`src/rtl/riscv_pkg.sv`:
```
// Shared RV32I pipeline constants.
//   XLEN              datapath / address width
//   NOP_INSTR         canonical NOP (addi x0, x0, 0) used to fill empty IF/ID slots
//   RESET_PC_DEFAULT  default first fetch address after reset
package riscv_pkg;
    localparam int          XLEN             = 32;
    localparam logic [31:0] NOP_INSTR        = 32'h0000_0013;
    localparam logic [31:0] RESET_PC_DEFAULT = 32'h0000_0000;
endpackage

```
`src/rtl/fetch_stage_if.sv`:
```
// Instruction-memory channel between the fetch stage and imem.
//   imem_req_valid / imem_req_ready / imem_req_addr : request handshake
//   imem_rsp_valid / imem_rsp_data                  : in-order responses, always accepted
// master = fetch stage, slave = instruction memory.
interface fetch_stage_if #(
    parameter int XLEN = riscv_pkg::XLEN
) ();
    logic            imem_req_valid;
    logic            imem_req_ready;
    logic [XLEN-1:0] imem_req_addr;
    logic            imem_rsp_valid;
    logic [XLEN-1:0] imem_rsp_data;

    modport master (
        output imem_req_valid,
        output imem_req_addr,
        input  imem_req_ready,
        input  imem_rsp_valid,
        input  imem_rsp_data
    );

    modport slave (
        input  imem_req_valid,
        input  imem_req_addr,
        output imem_req_ready,
        output imem_rsp_valid,
        output imem_rsp_data
    );
endinterface

```
`src/rtl/fetch_queue.sv`:
```
// Small synchronous FIFO with push/pop/clear and occupancy count.
//   clk, rst_n : clock, async active-low reset
//   i_push     : write i_data at tail
//   i_pop      : drop head (ignored when empty)
//   i_clear    : empty the FIFO, dominates push/pop
//   o_data     : head entry
//   o_count    : number of valid entries (0..DEPTH)
// The caller guarantees no push while full; DEPTH must be a power of 2
// so the pointers wrap naturally.
module fetch_queue #(
    parameter  int DEPTH = 2,
    parameter  int WIDTH = 32,
    localparam int AW    = $clog2(DEPTH),
    localparam int CW    = AW + 1
) (
    input  logic             clk,
    input  logic             rst_n,
    input  logic             i_push,
    input  logic             i_pop,
    input  logic             i_clear,
    input  logic [WIDTH-1:0] i_data,
    output logic [WIDTH-1:0] o_data,
    output logic [CW-1:0]    o_count
);
    logic [WIDTH-1:0] r_mem [DEPTH];
    logic [AW-1:0]    r_wptr;
    logic [AW-1:0]    r_rptr;
    logic [CW-1:0]    r_count;
    logic             w_pop;

    assign w_pop   = i_pop && (r_count != '0);
    assign o_data  = r_mem[r_rptr];
    assign o_count = r_count;

    always_ff @(posedge clk or negedge rst_n) begin
        if (!rst_n) begin
            r_wptr  <= '0;
            r_rptr  <= '0;
            r_count <= '0;
        end else if (i_clear) begin
            r_wptr  <= '0;
            r_rptr  <= '0;
            r_count <= '0;
        end else begin
            if (i_push) r_wptr <= r_wptr + 1'b1;
            if (w_pop)  r_rptr <= r_rptr + 1'b1;
            r_count <= r_count + CW'(i_push) - CW'(w_pop);
        end
    end

    always_ff @(posedge clk) begin
        if (i_push && !i_clear) r_mem[r_wptr] <= i_data;
    end
endmodule

```
`src/rtl/fetch_stage.sv`:
```
// RV32I IF stage: owns PC_F, issues imem requests under a credit rule,
// buffers responses and drives the IF/ID register with stall and flush.
//   clk, rst_n          : clock, async active-low reset
//   imem (master)       : instruction-memory request/response channel
//   Stall_D             : hold IF/ID
//   PCSrc_E, PCTarget_E : execute-stage redirect (wins over stall)
//   Instr_D, PC_D, PCPlus4_D, Valid_D : IF/ID register
module fetch_stage #(
    parameter int              XLEN     = riscv_pkg::XLEN,
    parameter logic [XLEN-1:0] RESET_PC = XLEN'(riscv_pkg::RESET_PC_DEFAULT),
    parameter int              QDEPTH   = 2
) (
    input  logic             clk,
    input  logic             rst_n,
    fetch_stage_if.master    imem,
    input  logic             Stall_D,
    input  logic             PCSrc_E,
    input  logic [XLEN-1:0]  PCTarget_E,
    output logic [XLEN-1:0]  Instr_D,
    output logic [XLEN-1:0]  PC_D,
    output logic [XLEN-1:0]  PCPlus4_D,
    output logic             Valid_D
);
    import riscv_pkg::NOP_INSTR;

    localparam int              CW  = $clog2(QDEPTH) + 1;
    localparam logic [XLEN-1:0] NOP = XLEN'(NOP_INSTR);

    logic [XLEN-1:0]   r_pc_f;
    logic [CW-1:0]     r_drop_cnt;
    logic [CW-1:0]     w_iq_count;
    logic [CW-1:0]     w_tq_count;
    logic [XLEN-1:0]   w_tag_head;
    logic [2*XLEN-1:0] w_iq_head;
    logic [CW:0]       w_inflight;
    logic              w_pop;
    logic              w_push;
    logic              w_rsp;
    logic              w_accept;

    // The tag queue holds exactly one entry per in-flight request, so its
    // occupancy doubles as the outstanding-request counter.
    assign w_rsp      = imem.imem_rsp_valid;
    assign w_pop      = !Stall_D && (w_iq_count != '0);
    assign w_push     = w_rsp && (r_drop_cnt == '0) && !PCSrc_E;
    assign w_inflight = {1'b0, w_iq_count} + {1'b0, w_tq_count} - (CW+1)'(w_pop);

    // Credit rule: queued + outstanding never exceeds QDEPTH, so every
    // response has a slot waiting for it.
    assign imem.imem_req_valid = rst_n && !PCSrc_E && (w_inflight < (CW+1)'(QDEPTH));
    assign imem.imem_req_addr  = r_pc_f;
    assign w_accept            = imem.imem_req_valid && imem.imem_req_ready;

    fetch_queue #(.DEPTH(QDEPTH), .WIDTH(XLEN)) u_tq (
        .clk     (clk),
        .rst_n   (rst_n),
        .i_push  (w_accept),
        .i_pop   (w_rsp),
        .i_clear (1'b0),
        .i_data  (r_pc_f),
        .o_data  (w_tag_head),
        .o_count (w_tq_count)
    );

    fetch_queue #(.DEPTH(QDEPTH), .WIDTH(2*XLEN)) u_iq (
        .clk     (clk),
        .rst_n   (rst_n),
        .i_push  (w_push),
        .i_pop   (w_pop),
        .i_clear (PCSrc_E),
        .i_data  ({w_tag_head, imem.imem_rsp_data}),
        .o_data  (w_iq_head),
        .o_count (w_iq_count)
    );

    always_ff @(posedge clk or negedge rst_n) begin
        if (!rst_n) begin
            r_pc_f     <= RESET_PC;
            r_drop_cnt <= '0;
        end else begin
            if (PCSrc_E)       r_pc_f <= PCTarget_E;
            else if (w_accept) r_pc_f <= r_pc_f + XLEN'(4);

            // On redirect every request still in flight is stale, except the
            // one answering this very cycle, which is discarded right here.
            if (PCSrc_E)
                r_drop_cnt <= w_tq_count - CW'(w_rsp);
            else if (w_rsp && (r_drop_cnt != '0))
                r_drop_cnt <= r_drop_cnt - 1'b1;
        end
    end

    always_ff @(posedge clk or negedge rst_n) begin
        if (!rst_n) begin
            Valid_D   <= 1'b0;
            Instr_D   <= NOP;
            PC_D      <= '0;
            PCPlus4_D <= '0;
        end else if (PCSrc_E) begin
            Valid_D <= 1'b0;
            Instr_D <= NOP;
        end else if (!Stall_D) begin
            if (w_iq_count != '0) begin
                Valid_D   <= 1'b1;
                Instr_D   <= w_iq_head[XLEN-1:0];
                PC_D      <= w_iq_head[2*XLEN-1:XLEN];
                PCPlus4_D <= w_iq_head[2*XLEN-1:XLEN] + XLEN'(4);
            end else begin
                Valid_D <= 1'b0;
                Instr_D <= NOP;
            end
        end
    end
endmodule

```
`src/flat_wrapper.sv`:
```
// flat-port wrapper written by rule: the top's interface ports become plain ports
module fetch_stage_flat import riscv_pkg::NOP_INSTR;
#(
    parameter int              XLEN     = riscv_pkg::XLEN,
    parameter logic [XLEN-1:0] RESET_PC = XLEN'(riscv_pkg::RESET_PC_DEFAULT),
    parameter int              QDEPTH   = 2
)
  (clk, rst_n, Stall_D, PCSrc_E, PCTarget_E, Instr_D, PC_D, PCPlus4_D, Valid_D, imem_imem_req_valid, imem_imem_req_addr, imem_imem_req_ready, imem_imem_rsp_valid, imem_imem_rsp_data);
  fetch_stage_if #(.XLEN(XLEN)) imem_i ();
  input  logic clk;
  input  logic rst_n;
  input  logic Stall_D;
  input  logic PCSrc_E;
  input  logic [XLEN-1:0] PCTarget_E;
  output logic [XLEN-1:0] Instr_D;
  output logic [XLEN-1:0] PC_D;
  output logic [XLEN-1:0] PCPlus4_D;
  output logic Valid_D;
  output wire logic [$bits(imem_i.imem_req_valid)-1:0] imem_imem_req_valid;
  output wire logic [$bits(imem_i.imem_req_addr)-1:0] imem_imem_req_addr;
  input wire logic [$bits(imem_i.imem_req_ready)-1:0] imem_imem_req_ready;
  input wire logic [$bits(imem_i.imem_rsp_valid)-1:0] imem_imem_rsp_valid;
  input wire logic [$bits(imem_i.imem_rsp_data)-1:0] imem_imem_rsp_data;
  assign imem_imem_req_valid = imem_i.imem_req_valid;
  assign imem_imem_req_addr = imem_i.imem_req_addr;
  assign imem_i.imem_req_ready = imem_imem_req_ready;
  assign imem_i.imem_rsp_valid = imem_imem_rsp_valid;
  assign imem_i.imem_rsp_data = imem_imem_rsp_data;
  fetch_stage #(.XLEN(XLEN), .RESET_PC(RESET_PC), .QDEPTH(QDEPTH)) u_core (.clk(clk), .rst_n(rst_n), .imem(imem_i), .Stall_D(Stall_D), .PCSrc_E(PCSrc_E), .PCTarget_E(PCTarget_E), .Instr_D(Instr_D), .PC_D(PC_D), .PCPlus4_D(PCPlus4_D), .Valid_D(Valid_D));
endmodule
```
`config.mk`:
```
export PLATFORM = sky130hd
export DESIGN_NAME = fetch_stage_flat
export DESIGN_NICKNAME = d
export VERILOG_FILES = /design/src/rtl/riscv_pkg.sv /design/src/rtl/fetch_stage_if.sv /design/src/rtl/fetch_queue.sv /design/src/rtl/fetch_stage.sv /design/src/flat_wrapper.sv
export SDC_FILE = /design/constraint.sdc
export NUM_CORES = 1
export LEC_CHECK = 0
export BUFFER_PORTS_ARGS = -buffer_cell sky130_fd_sc_hd__buf_2
export CELL_PAD_IN_SITES_DETAIL_PLACEMENT = 1
export CELL_PAD_IN_SITES_GLOBAL_PLACEMENT = 2
export CORE_MARGIN = 5
export CORE_UTILIZATION = 35
export CTS_CLUSTER_SIZE = 25
export DETAILED_ROUTE_END_ITERATION = 16
export PLACE_DENSITY = 0.74
export SLEW_MARGIN = 30
export SYNTH_ARGS = -nofsm -noshare
export SYNTH_HDL_FRONTEND = slang
export SYNTH_SLANG_ARGS = --single-unit
```
`constraint.sdc`:
```
create_clock -name clk -period 5.7 [get_ports clk]
set_input_delay 0.285 -clock clk [delete_from_list [all_inputs] [get_ports clk]]
set_output_delay 0.285 -clock clk [all_outputs]
set_load 0.03 [all_outputs]
```
=== Word-level counts from Yosys, hierarchy flattened ===
Memory sizes are Yosys's and may differ from the RTL's.
Cells that the tools add are included.

* Register bits: 139
* RAM bits: 192
* Input bits: 70
* Output and inout bits: 130
* Word-level logic and storage cells: 72
* Memories kept: 2

{| class="wikitable"
|+ Memory list
! name !! depth !! width !! read ports !! clocked after Yosys merged registers in !! wr ports !! line !! RTL
|-
| u_core.u_iq.r_mem || 2 || 64 || 1 || 0 || 1 || fetch_queue.sv:25 || <nowiki>logic [WIDTH-1:0] r_mem [DEPTH];</nowiki>
|-
| u_core.u_tq.r_mem || 2 || 32 || 1 || 0 || 1 || fetch_queue.sv:25 ||
|}

* Add/sub/neg operators: 14
* Magnitude comparators: 1
* Equal/unequal tests: 1
* Muxes and demuxes: 19
* Bitwise logic cells: 2
* Reductions and logical operators: 21

{| class="wikitable"
|+ Operators with widths
! operator !! count
|-
| 2-to-1 mux 32 bit || 5
|-
| adder 32 x 3 -> 32 bit, second input constant || 2
|-
| nonzero test 2 bit || 7
|-
| 2-to-1 mux 1 bit || 11
|-
| logical AND 1 bit || 10
|-
| 2-to-1 mux 2 bit || 3
|-
| subtractor 2 x 1 -> 2 bit || 3
|-
| adder 1 bit, second input constant || 4
|-
| adder 2 x 1 -> 2 bit || 2
|-
| adder 2 x 2 -> 3 bit || 1
|-
| less-than comparator 3 x 2 -> 1 bit, second input constant || 1
|-
| AND reduction 3 bit || 1
|-
| subtractor 3 x 1 -> 3 bit || 1
|-
| logical NOT 1 bit || 2
|-
| logical NOT 2 bit || 1
|-
| inequality test 2 x 1 -> 1 bit, second input constant || 1
|-
| inverter 1 bit || 2
|-
| subtractor 2 x 1 -> 2 bit, second input constant || 1
|}

=== Longest topological paths before layout ===
* Depth in word-level cells: 8
* Mapped depth: 13
* Mapped depth without buffers: 11

=== Cells and area by module ===
From an unflattened synthesis, not the netlist that was laid out.

* Cell total of the unflattened synthesis: 963
* Area, all modules: 13404.1 um^2

{| class="wikitable"
|+ By module, submodules not included
! module !! instances !! cells each !! area each (um^2) !! sequential area each (um^2)
|-
| fetch_stage || 1 || 626 || 5989.5 || 3231.8
|-
| fetch_queue (u_core.u_iq) || 1 || 218 || 4853.4 || 3943.8
|-
| fetch_queue (u_core.u_tq) || 1 || 119 || 2561.2 || 2021.9
|}

=== Worst setup path after synthesis ===
No wires, ideal clock.

* Kind: in2reg
* From: input port PCSrc_E
* To: memory u_core.u_iq.r_mem[0][0] (netlist name), enable pin
* Library setup time: 0.565 ns
* Arrival time: 5.100 ns
* Required time: 5.135 ns
* Slack: 0.035 ns
* Stages: 3
* Path buffers: 2
* Path through: clkbuf_1 clkbuf_1 nor3_1

* Cells in the longest elaborated chain, start to end: 5

{| class="wikitable"
|+ Ends and longest elaborated chain
! element !! line !! RTL
|-
| start, declared || flat_wrapper.sv:13 || <nowiki>input logic PCSrc_E;</nowiki>
|-
| logical NOT 1 bit * || fetch_queue.sv:52, fetch_stage.sv:45 ||
|-
| logical AND 1 bit || fetch_stage.sv:45 || <nowiki>assign w_push = w_rsp && (r_drop_cnt == '0) && !PCSrc_E;</nowiki>
|-
| logical AND 1 bit * || fetch_queue.sv:52 || <nowiki>if (i_push && !i_clear) r_mem[r_wptr] <= i_data;</nowiki>
|-
| 2-to-1 mux 1 bit * || fetch_queue.sv:52 ||
|-
| 2-to-1 mux 1 bit (implied by the code) * || fetch_queue.sv:52 ||
|-
| end, declared || fetch_queue.sv:25 ||
|}

Mark *: on every way between the ends. The rest lies on a longest branch, timed or not.

=== Worst setup path after layout ===
* From: register u_core.u_iq.r_count[0], in the netlist u_core.u_iq.o_count[0]
* To: memory u_core.u_tq.r_mem[2][21], in the netlist u_core.u_tq.r_mem[1][21], enable pin

* Cells in the longest elaborated chain, start to end: 8
* Elaborated cells on any way between the ends: 9
* Classes of those cells: 2 x add/sub; 1 x order compare; 2 x mux; 4 x reduce/logical

{| class="wikitable"
|+ Ends and longest elaborated chain
! element !! line !! RTL
|-
| start, declared || fetch_queue.sv:28 || <nowiki>logic [CW-1:0] r_count;</nowiki>
|-
| start signal, assigned || fetch_queue.sv:47 || <nowiki>r_count <= r_count + CW'(i_push) - CW'(w_pop);</nowiki>
|-
| branches (longest 2 deep; another with adder 2 x 2 -> 3 bit) || -- ||
|-
| subtractor 3 x 1 -> 3 bit * || fetch_stage.sv:46 || <nowiki>assign w_inflight = {1'b0, w_iq_count} + {1'b0, w_tq_count} - (CW+1)'(w_pop);</nowiki>
|-
| less-than comparator 3 x 2 -> 1 bit * || fetch_stage.sv:50 || <nowiki>assign imem.imem_req_valid = rst_n && !PCSrc_E && (w_inflight < (CW+1)'(QDEPTH));</nowiki>
|-
| logical AND 1 bit * || fetch_stage.sv:50 ||
|-
| logical AND 1 bit * || fetch_stage.sv:52 || <nowiki>assign w_accept = imem.imem_req_valid && imem.imem_req_ready;</nowiki>
|-
| 2-to-1 mux 1 bit * || fetch_queue.sv:52 ||
|-
| 2-to-1 mux 1 bit (implied by the code) * || fetch_queue.sv:52 ||
|-
| end, declared || fetch_queue.sv:25 ||
|}

Every way passes the cells marked *.

==> impl_metrics.ini <==
[run_status]
status = finished clean

[sta]
rsz0062_at_grt = no
clock_skew_ns = 0.0197
fin_crit_ns = 4.11
setup-violations-final = 0
relSlewSlack_pct = 40.8
drv_slew = 0
clock.fmax_mhz = 243
layout_setup_ws_ns = 1.59
setup_tns_ns = 0
worst_pin_slew_ns = 0.888
hold_viol_final = 0
fin_crit_sh_pct = 72.2

[finish]
drive_gt1_share_pct = 25.9
fillers = 4088
fin_nets = 1344
layout_common_cells = 198 x buf_2, 192 x edfxtp_1, 149 x nand2_1
area_growth_pct = 23.3
final_common_cell = buf_2
n_antenna_cell = 0
stdcell_area_sq_um = 16800

[placement]
place_congestion = 0.770
portBuffers = 199
placedInstanceArea_sq_um = 15100
dp_slack_ns = 1.57
hpwl_um = 24400

[pwr]
power.leakage_nw = 6.68
ir_drop_uv = 186
p_per_area_nw_per_um2 = 461

[drt]
wirelength_um = 34600
drt_pass1_iterations = 6
ant_nets = 0
viasPerCell = 4.95
post-route-drc-count = 0
drt_iter0_drc = 415
vias = 8947
routedWlPerCell_um = 19.2

[worst_hold_path]
hold_depth = 3
hold_class = primary input to register
min_to = u_core.imem.imem_req_addr[30]
hold_start = PCTarget_E[30]

[floorplanning]
io_pins = 200
core-area_sq_um = 38600
die_area_sq_um = 42900
fp-row-count = 72
die_w_um = 207
die_y_um = 207
start_util_pct = 35.3

[clock_network]
postCtsSetupBuffers = 0
clkLatencyLatePin_ns = 0.53
h-tree-depth = 2
cts_tree = yes
clock-sinks = 329
cts_resized = 0
clk_pin_slew_worst_paths_ns = 0.07
cts_root_buf = clkbuf_16
postCtsHoldBufs = 47
cts_buffers = 37
clk_path_buf_depth = 3

[yosys]
ys_types = 59
postSynthCellCount = 1015
syn_avg_cell_area_sq_um = 13.4
synth_edf_count = 192
synth_nets = 1096
synth_ff_type = edfxtp_1
ys_seq_area_share_pct = 67.6
synthArstFlopShare_pct = 41.6
ys_ff_latch = 329
yosysWarnings = 0
syn-cell-area_sq_um = 13600

[grt]
grt_pass1_wl_um = 55700
antenna_found_initial = 0
first_global_vias = 9624
grt_max_degree = 86
grt.overflow.total = 0
grt_use_total_pct = 15.9

[worst_setup_path]
crit_type = register to register
worstRegToRegCells = 10
r2r_end = u_core.u_tq.r_mem[1][21]
critPathMaxFanout = 32
worstReg2RegStart = u_core.u_iq.o_count[0]
cp.arrival_ns = 4.28
critPathRequiredTime_ns = 5.87
start_kind = register
r2r_slack_ns = 1.59
cp-end-kind = register

[flow_run]
maxCapViolations = 0
cell families (layout without fill, tap and decap cells):
family          Yosys count  after routing  synth area share (%)
xor+xnor                 25             25                  1.61
mux                      99             99                  7.64
fa+ha+maj                11             11                  1.07
flops                   329            329                  67.6
simple gates            301            301                  10.9
compound gates          181            181                  8.79
buf+inv                  69            344                  2.43
where the power goes:
| part | total (mW) | switching (mW) | internal [mW] |
|---|---|---|---|
| registers | 3.34 | 0.334 | 3.01 |
| logic | 2.13 | 1.41 | 0.722 |
| clock network | 2.26 | 0.958 | 1.31 |
| total | 7.74 | 2.70 | 5.03 |
state kept, by name (all words and copies together), names as in the netlist, 30 cells and up:
name                       flops
u_core.u_tq.r_mem             64
u_core.Instr_D                32
u_core.u_iq.r_mem            128
u_core.imem.imem_req_addr     32
u_core.PC_D                   30
u_core.PCPlus4_D              32
per-stage QoR:
stage / util [%] / instances / hold slack [ns] / total power, mW
floorplan: - / 1015 / -0.0106 / 4.81
global placement: 39.2 / 1694 / 0.109 / 5.47
detailed placement: 39.3 / 1694 / 0.110 / 5.54
CTS: 43.5 / 1807 / 0.00152 / 7.86
global route: 43.5 / 1808 / 0.0246 / 8.17
finish: 43.5 / 1808 / 0.0158 / 7.74
how the worst max path moves through the flow:
| stage | startpoint | endpoint | cells after the start |
|---|---|---|---|
| after floorplan | PCSrc_E | u_core.u_iq.r_mem[0][0] | 3 |
| after global placement | u_core.u_iq.o_count[0] | u_core.imem.imem_req_addr[12] | 11 |
| after detailed placement | u_core.u_iq.o_count[0] | u_core.u_tq.r_mem[1][21] | 10 |
| after CTS | u_core.u_iq.o_count[0] | u_core.u_tq.r_mem[1][22] | 10 |
| after global routing | u_core.u_iq.o_count[0] | u_core.u_tq.r_mem[1][18] | 10 |
| final | u_core.u_iq.o_count[0] | u_core.u_tq.r_mem[1][21] | 10 |
per-layer routing:
layer	track usage, %	wire, um	vias to the layer above	part of all wire (%)
met5	0	0	-	0
met4	4.13	668	0	1.9
met3	2.52	1230	49	3.5
met2	25.9	16400	198	47
met1	22.5	16400	4434	47
li1	-	-	4266	-
Yosys cell counts (6+ instances only):
library cell | count | area, sq um
o31ai_1 | 9 | 67.6
dfrtp_1 | 134 | 3350
nand3b_1 | 7 | 52.6
mux2_2 | 39 | 439
mux2i_1 | 60 | 601
o31a_1 | 6 | 52.6
nand4_1 | 17 | 106
inv_1 | 17 | 63.8
nor2_1 | 29 | 109
clkbuf_1 | 28 | 105
a21oi_1 | 11 | 55.1
a22oi_1 | 9 | 67.6
ha_1 | 10 | 125
o311ai_0 | 10 | 87.6
xnor2_1 | 18 | 158
buf_2 | 9 | 45.0
buf_4 | 8 | 60.1
nor3_1 | 8 | 40.0
a21o_1 | 7 | 52.6
or3_1 | 7 | 43.8
nand3_1 | 40 | 200
o21ai_0 | 84 | 420
nor4_1 | 9 | 56.3
a221o_1 | 6 | 60.1
nand2_1 | 149 | 559
edfxtp_1 | 192 | 5770
xor2_1 | 7 | 61.3
o211ai_1 | 16 | 120
worst max-delay path, stage by stage (launching register included):
cell	delay, ns
dfrtp_1	0.40
o21bai_1	0.32
inv_1	0.12
ha_1	0.28
nand2b_1	0.15
fa_1	0.37
xnor2_1	0.15
or4b_1	0.89
inv_2	0.49
and2_1	0.19
buf_4	0.37
layout make-up:
class / instances / area, sq um / area share (%)
clock inverter: 20 / 193 / 1.15
clock buffer: 46 / 960 / 5.72
multi-input combinational: 617 / 4110 / 24.5
inverter: 19 / 71.3 / 0.425
timing repair buffer: 259 / 1610 / 9.57
sequential: 329 / 9200 / 54.8
tap: 518 / 648 / 3.86
(Power assumes the default switching activity.)
